--- config.mk ---
export PLATFORM = sky130hd
export DESIGN_NAME = wb_regfile_pipe
export DESIGN_NICKNAME = d
export VERILOG_FILES = /design/src/rtl/wb_regfile_pkg.sv /design/src/rtl/wb_regfile_array.sv /design/src/rtl/wb_regfile_pipe.sv
export SDC_FILE = /design/constraint.sdc
export NUM_CORES = 2
export LEC_CHECK = 0
export ABC_AREA = 1
export CAP_MARGIN = 20
export CORE_MARGIN = 2
export CORE_UTILIZATION = 39
export DETAILED_ROUTE_END_ITERATION = 10
export PLACE_DENSITY_LB_ADDON = 0.08
export SYNTH_ARGS = -nofsm -noshare
export SYNTH_HDL_FRONTEND = slang
export SYNTH_SLANG_ARGS = --single-unit
--- constraint.sdc ---
create_clock -name clock -period 76.6 [get_ports clock]
set_clock_uncertainty 0.05 [all_clocks]
set_input_delay 7.66 -clock clock [delete_from_list [all_inputs] [get_ports clock]]
set_output_delay 7.66 -clock clock [all_outputs]
set_load 0.05 [all_outputs]
--- src/rtl/wb_regfile_pkg.sv ---
// Shared types and helpers for the writeback stage / register file slice.
// DATA_W sizes the pending-entry payload and must match the top-level DW.
package wb_regfile_pkg;

  localparam int REG_ADDR_W = 5;
  localparam int TAG_W      = 64;
  localparam int DATA_W     = 32;

  typedef struct packed {
    logic                  wen;
    logic [REG_ADDR_W-1:0] waddr;
    logic [DATA_W-1:0]     wdata;
    logic [DATA_W-1:0]     next_pc;
    logic [TAG_W-1:0]      tag;
  } pend_entry_t;

  // Drops address bits above $clog2(nregs); the result stays REG_ADDR_W wide.
  function automatic logic [REG_ADDR_W-1:0] reg_index(input logic [REG_ADDR_W-1:0] addr,
                                                      input int nregs);
    return addr & REG_ADDR_W'(nregs - 1);
  endfunction

endpackage

--- src/rtl/wb_regfile_array.sv ---
// Architectural GPR storage: async clear, one write port, NRP combinational
// read ports; index 0 has no storage, so it reads 0 and ignores writes.
module wb_regfile_array
  import wb_regfile_pkg::*;
#(
  parameter int NREGS = 16,
  parameter int NRP   = 2,
  parameter int DW    = 32
) (
  input  logic                      clock,
  input  logic                      reset,
  input  logic                      i_we,
  input  logic [REG_ADDR_W-1:0]     i_waddr,
  input  logic [DW-1:0]             i_wdata,
  input  logic [NRP*REG_ADDR_W-1:0] i_raddr,
  output logic [NRP*DW-1:0]         o_rdata
);

  logic [DW-1:0]         r_rf [1:NREGS-1];
  logic [REG_ADDR_W-1:0] w_widx;

  assign w_widx = reg_index(i_waddr, NREGS);

  always_ff @(posedge clock or posedge reset) begin
    if (reset) begin
      for (int j = 1; j < NREGS; j++) r_rf[j] <= '0;
    end else if (i_we) begin
      for (int j = 1; j < NREGS; j++)
        if (w_widx == REG_ADDR_W'(j)) r_rf[j] <= i_wdata;
    end
  end

  // Compare-select read mux; index 0 never matches, leaving the zero default.
  always_comb begin
    o_rdata = '0;
    for (int p = 0; p < NRP; p++)
      for (int j = 1; j < NREGS; j++)
        if (reg_index(i_raddr[p*REG_ADDR_W +: REG_ADDR_W], NREGS) == REG_ADDR_W'(j))
          o_rdata[p*DW +: DW] = r_rf[j];
  end

endmodule

--- src/rtl/wb_regfile_pipe.sv ---
// Writeback stage: one-entry pending register, commit/PC/retire logic and GPR file.
// Define WBREG_BYPASS_EN to forward the pending write onto matching read ports.
module wb_regfile_pipe
  import wb_regfile_pkg::*;
#(
  parameter int          NREGS     = 16,
  parameter int          NRP       = 2,
  parameter int          DW        = DATA_W,
  parameter int          PIPELINED = 1,
  parameter logic [DW-1:0] RESET_PC = 32'h3000_0000
) (
  input  logic                      clock,
  input  logic                      reset,
  input  logic                      wb_valid,
  output logic                      wb_ready,
  input  logic                      wb_wen,
  input  logic [REG_ADDR_W-1:0]     wb_waddr,
  input  logic [DW-1:0]             wb_wdata,
  input  logic [DW-1:0]             wb_next_pc,
  input  logic [TAG_W-1:0]          wb_tag,
  input  logic                      commit_hold,
  input  logic [NRP*REG_ADDR_W-1:0] raddr,
  output logic [NRP*DW-1:0]         rdata,
  output logic [DW-1:0]             pc,
  output logic                      pend_valid,
  output logic                      pend_wen,
  output logic [REG_ADDR_W-1:0]     pend_waddr,
  output logic [DW-1:0]             pend_wdata,
  output logic [TAG_W-1:0]          pend_tag,
  output logic                      commit_valid,
  output logic [TAG_W-1:0]          commit_tag,
  output logic [63:0]               retired_cnt
);

  logic             r_pv;
  pend_entry_t      r_pend;
  logic [DW-1:0]    r_pc;
  logic             r_cv;
  logic [TAG_W-1:0] r_ctag;
  logic [63:0]      r_cnt;

  logic              w_ready;
  logic              w_accept;
  logic              w_cmt;
  logic [NRP*DW-1:0] w_rf_rdata;

  // Ready never looks at wb_valid, so the LSU can use it without a comb loop.
  assign w_ready  = !r_pv || ((PIPELINED != 0) && !commit_hold);
  assign w_accept = wb_valid && w_ready;
  assign w_cmt    = r_pv && !commit_hold;

  always_ff @(posedge clock or posedge reset) begin
    if (reset) begin
      r_pv   <= 1'b0;
      r_pend <= '0;
      r_pc   <= RESET_PC;
      r_cv   <= 1'b0;
      r_ctag <= '0;
      r_cnt  <= '0;
    end else begin
      r_pv <= w_accept || (r_pv && !w_cmt);
      r_cv <= w_cmt;
      if (w_accept)
        r_pend <= '{wen: wb_wen, waddr: wb_waddr, wdata: wb_wdata,
                    next_pc: wb_next_pc, tag: wb_tag};
      if (w_cmt) begin
        r_pc   <= r_pend.next_pc;
        r_ctag <= r_pend.tag;
        r_cnt  <= r_cnt + 64'd1;
      end
    end
  end

  wb_regfile_array #(.NREGS(NREGS), .NRP(NRP), .DW(DW)) u_array (
    .clock   (clock),
    .reset   (reset),
    .i_we    (w_cmt && r_pend.wen),
    .i_waddr (r_pend.waddr),
    .i_wdata (r_pend.wdata),
    .i_raddr (raddr),
    .o_rdata (w_rf_rdata)
  );

`ifdef WBREG_BYPASS_EN
  logic [REG_ADDR_W-1:0] w_pidx;
  assign w_pidx = reg_index(r_pend.waddr, NREGS);

  always_comb begin
    rdata = w_rf_rdata;
    for (int p = 0; p < NRP; p++)
      if (r_pv && r_pend.wen && (w_pidx != '0) &&
          (reg_index(raddr[p*REG_ADDR_W +: REG_ADDR_W], NREGS) == w_pidx))
        rdata[p*DW +: DW] = r_pend.wdata;
  end
`else
  assign rdata = w_rf_rdata;
`endif

  assign wb_ready     = w_ready;
  assign pc           = r_pc;
  assign pend_valid   = r_pv;
  assign pend_wen     = r_pend.wen;
  assign pend_waddr   = r_pend.waddr;
  assign pend_wdata   = r_pend.wdata;
  assign pend_tag     = r_pend.tag;
  assign commit_valid = r_cv;
  assign commit_tag   = r_ctag;
  assign retired_cnt  = r_cnt;

endmodule

### Word-level counts from Yosys, hierarchy flattened

Cells that the tools add are included.

| storage, ports and cells | value |
|---|---|
| memories kept | 0 |
| memory bits (read-only) | 0 |
| bits in registers | 776 |
| word-level logic and storage cells | 125 |
| latch bits | 0 |
| RAM bits | 0 |
| bits of input ports | 148 |

| cells by class | value |
|---|---|
| muxes and demuxes | 30 |
| reductions and logical operators | 24 |
| bitwise logic cells | 0 |
| divide/modulo/power cells | 0 |
| multiply operators | 0 |
| shifts and indexed selects | 0 |
| eq/ne operators | 45 |
| $add $sub $neg | 1 |
| order comparisons | 0 |

Operators by type and width:

| kind | count |
|---|---|
| two-way mux 32 bit | 30 |
| equality test 4 bit, second input constant | 24 |
| adder 64 x 1 -> 64 bit, second input constant | 1 |
| equality test 4 x 3 -> 1 bit, second input constant | 12 |
| AND reduction 2 bit | 15 |
| equality test 4 x 2 -> 1 bit, second input constant | 6 |
| equality test 4 x 1 -> 1 bit, second input constant | 3 |
| logical AND 1 bit | 4 |
| zero test 1 bit | 3 |
| logical OR 1 bit | 2 |

### Depth between registers and ports, before layout

| depth | value |
|---|---|
| depth after elaboration | 16 |
| gate-level depth with buffers | 14 |
| gate-level depth less buffers | 13 |

### Modules after synthesis

From an unflattened synthesis, not the netlist that was laid out.

| unflattened totals | value |
|---|---|
| cell total of the unflattened synthesis | 4897 |
| area total of the unflattened synthesis | 38235.4 um^2 |

Modules (own cells, without submodules):

| module | area an instance (um^2) | instances | cells an instance |
|---|---|---|---|
| wb_regfile_array | 24930.2 | 1 | 3471 |
| wb_regfile_pipe | 13305.3 | 1 | 1426 |

### Worst setup path after synthesis

Ideal clock, no wire load.

| timing | value |
|---|---|
| path kind | input port to output port |
| from | in raddr[1] |
| to | out rdata[18] |
| stages on the path | 10 |
| data arrival time | 9.225 ns |
| slack | 59.665 ns |
| buffers on the path | 2 |
| data required time | 68.890 ns |
| path through | buf_2 -> inv_2 -> nand2_1 -> nor2_2 -> clkbuf_1 -> nor2_1 -> nand2_1 -> nand4_1 -> nor2_1 -> nand4_1 |

| between the ends | value |
|---|---|
| cells in the longest elaborated chain, start to end | 16 |
| elaborated cells between the ends (all ways) | 30 |
| those cells by class | 15 x eq/ne; 15 x mux |

Ends and longest elaborated chain:

| what | RTL line | RTL |
|---|---|---|
| from (decl) | wb_regfile_pipe.sv:22 | `input logic [NRP*REG_ADDR_W-1:0] raddr,` |
| equality test 4 x 1 -> 1 bit | wb_regfile_array.sv:38 | `if (reg_index(i_raddr[p*REG_ADDR_W +: REG_ADDR_W], NREGS) == REG_ADDR_W'(j))` |
| two-way mux 32 bit (14 in series) | wb_regfile_array.sv:38 |  |
| two-way mux 32 bit (*) | wb_regfile_array.sv:38 |  |
| to (decl) | wb_regfile_pipe.sv:23 | `output logic [NRP*DW-1:0] rdata,` |

Every way passes the cells marked *; elsewhere a longest branch is shown, timed or not.

### Worst setup path in the final report

| timing | value |
|---|---|
| from | in raddr[0] |
| to | out rdata[14] |

The elaborated chain is that of the path after synthesis.

==> metrics.cfg <==
[sta]
worstMarginPinSlew_ps = 1110
tns_ps = 0
hold_viol = 0
setup_viol = 0
clock.fmax_ghz = 0.0503
fin_crit_sh_pct = 26.0
maxSlewHeadroom_pct = 26.1
drv_slew = 0
layout_min_cycle_time_ps = 19890
rsz0062_at_grt = false

[setup_path]
crit_type = input pin to output pin
cp_data_required_time_ps = 68890
crit_path_max_incr_delay_ps = 910
crit_path_end_kind = output pin
cp_max_fo = 32
crit_top_cell = nand2_1
path_cells = clkdlybuf4s50_1, nand2_1, inv_2, nand2_2, inv_2, nand2_1, nand2_1, inv_1, nand4_1, nand2_1, nand4_1, nor2_1, nand4_1, clkdlybuf4s50_1
crit_slowest_cell = clkdlybuf4s50_1
worst_ep_arrival_time_ps = 12180
cp-start-kind = input pin

[yosys]
synth.most_common_cell = nand2_1
syn_area_per_cell_um2 = 8.00
synth_area_leader_cell = dfrtp_1
synth-seq-cells = 776
synth.distinct_cells = 34
synth_common_cells = 1629 x nand2_1, 774 x dfrtp_1, 516 x o21ai_0, 355 x nor2_1, 265 x inv_1
ys_warn_count = 0
postSynth.asyncResetShare_pct = 100
ys.flop_type = dfrtp_1
yosysTopAreaCellShare_pct = 52.0
ys_seq_area_share_pct = 52.1
synth.net_count = 4807
synth.area.top_cells = dfrtp_1 52%, nand2_1 16%, o21ai_0 6.9%
synth_edf_count = 0
synthCells = 4658
syn-cell-area_um2 = 37300

[global_routing]
grt_start_max_net_pins = 166
grt_usage_pct = 25.7
antenna_found_initial = 6
overflow = 0
grt_pass1_wl_mm = 193
grt_pass1_vias = 29993

[clocking]
clock_latency_ps = 680
cts_buffers = 90
cts.sinks = 776
cts_tree = yes
hold_buffers = 0
htree_levels = 3
clock_path_buffers = 3
clkTransAtPathRegs_ps = 60
cts_setup_buffers = 0
cts_root_buf = clkbuf_16
cts_resized = 0

[power]
clkPwrFrac_pct = 29.4
p_sw_share_pct = 37.6
vdd_ir_drop_max_mv = 0.0201
switchingPower_mw = 0.553
power_frac_seq_pct = 42.5
p_int_mw = 0.920
powerDensity_nw_per_um2 = 32.5
pwr-share-comb_pct = 28.1
power.leakage_nw = 20.3

[place]
dp.final_hpwl_mm = 83.0
portBuffers = 474
place_area_um2 = 42300
gp_congestion = 0.851

[cells_and_area]
postLayoutCellArea_um2 = 45400
area.growth.synth_to_final_pct = 21.6
nNetsFinal = 5057
layout-drive-gt1-share_pct = 8.00

[die]
start_util_pct = 39.3
io_pins = 477
coreArea_um2 = 94900
rows = 113
die_h_um = 313
die_w_um = 313
dieArea_um2 = 98100

[drt]
num_vias = 32183
first_iter_violations = 3311
routed_wl_mm = 127
wl_per_cell_um = 20.3
drcViolationCount = 0
ant_nets = 0
viasPerCell = 5.15
first_pass_iters = 6

[worst_hold_path]
hp-class = flop to flop

[flow_run]
max_cap_violations = 0

[status]
status = completed

cell type report:
type | instances | area [µm²]
fill | 9435 | 49500
sequential | 776 | 19400
multi-input combinational | 3234 | 15100
timing repair buffer | 527 | 5250
clock buffer | 122 | 2560
tap | 1265 | 1580
inverter | 279 | 1060
clock inverter | 39 | 385
antenna | 6 | 15.0
kinds of logic (layout without fill, tap and decap cells):
logic type,after synthesis,in the layout,share of synthesized area (%)
buf+inv,648,967,7.69
simple gates,2485,2485,27.8
mux,97,97,2.93
fa+ha+maj,1,1,0.0336
compound gates,591,591,8.03
flops,776,776,52.1
xor+xnor,60,60,1.41
other cells,0,6,0
state kept, by name, summed over array words and instances, names as in the netlist:
signal and count:
commit_valid 1, pend_wen 1, u_array.r_rf 480, r_pend 32
pend_waddr 5, retired_cnt 64, pend_wdata 32, pend_valid 1
pc 32, pend_tag 64, commit_tag 64
critical path: cells and delay by family:
kind          cells  cell delay, ps
simple gates      9            1530
buf+inv           5            2920
through the flow:
step | hold WS [ps] | worst slack (ps) | std cells | util (%) | total power, mW
floorplan | 394 | 47110 | 4658 | - | 0.898
global placement | 400 | 56700 | 6076 | 44.6 | 1.04
detailed placement | 404 | 56710 | 6077 | 44.6 | 1.04
CTS | 412 | 56700 | 6238 | 47.7 | 1.48
global route | 428 | 56520 | 6248 | 47.8 | 1.56
finish | 411 | 56710 | 6248 | 47.8 | 1.47
power by group through the flow:
| stage | clock [mW] | combinational [mW] | sequential (mW) |
|---|---|---|---|
| after global routing | 0.460 | 0.454 | 0.643 |
| after global placement | 0 | 0.409 | 0.626 |
| after detailed placement | 0 | 0.415 | 0.629 |
| after floorplan | 0 | 0.239 | 0.659 |
| final | 0.433 | 0.414 | 0.625 |
| after CTS | 0.444 | 0.416 | 0.624 |
layout by cell type, fill, tap and decap left out, drive strengths merged:
| master | synthesis | final |
|---|---|---|
| or2 | 33 | 33 |
| nand2 | 1641 | 1641 |
| mux2 | 97 | 97 |
| nor3 | 15 | 15 |
| o211ai | 14 | 14 |
| buf | 149 | 53 |
| diode | 0 | 6 |
| a21oi | 59 | 59 |
| clkinvlp | 0 | 2 |
| ha | 1 | 1 |
| dfstp | 2 | 2 |
| clkdlybuf4s50 | 0 | 474 |
| nand3b | 1 | 1 |
| clkbuf | 220 | 122 |
| nor2 | 369 | 369 |
| clkinv | 0 | 28 |
| dfrtp | 774 | 774 |
| inv | 279 | 284 |
| xnor2 | 28 | 28 |
| nand4 | 199 | 199 |
| bufinv | 0 | 4 |
| nor4 | 9 | 9 |
| o21ai | 518 | 518 |
| xor2 | 32 | 32 |
| nor3b | 1 | 1 |
| nand3 | 217 | 217 |
layer usage:
metal  share of wire (%)  global-route usage, %  vias to the layer above
met4                 2.4                   6.92                        0
met3                 7.8                   5.11                      160
met2                  44                   38.8                     1163
met5                   0                      0                        -
li1                    -                      -                    15363
met1                  45                   37.5                    15497
final timing paths:
path	slack (ps)	from	cells past startpoint	to
min in group asynchronous	7480	reset	2	pend_wdata[18]$_DFFE_PP0P_
max in group asynchronous	66530	reset	4	commit_tag[54]$_DFFE_PP0P_
min	410	pc[28]$_DFFE_PP1P_	2	pc[28]$_DFFE_PP1P_
max	56710	raddr[0]	14	rdata[14]
min reg2reg	410	pc[28]$_DFFE_PP1P_	2	pc[28]$_DFFE_PP1P_
max reg2reg	73010	pend_valid$_DFF_PP0_	8	u_array.r_rf[292]$_DFFE_PP0P_
(Power assumes the default switching activity.)
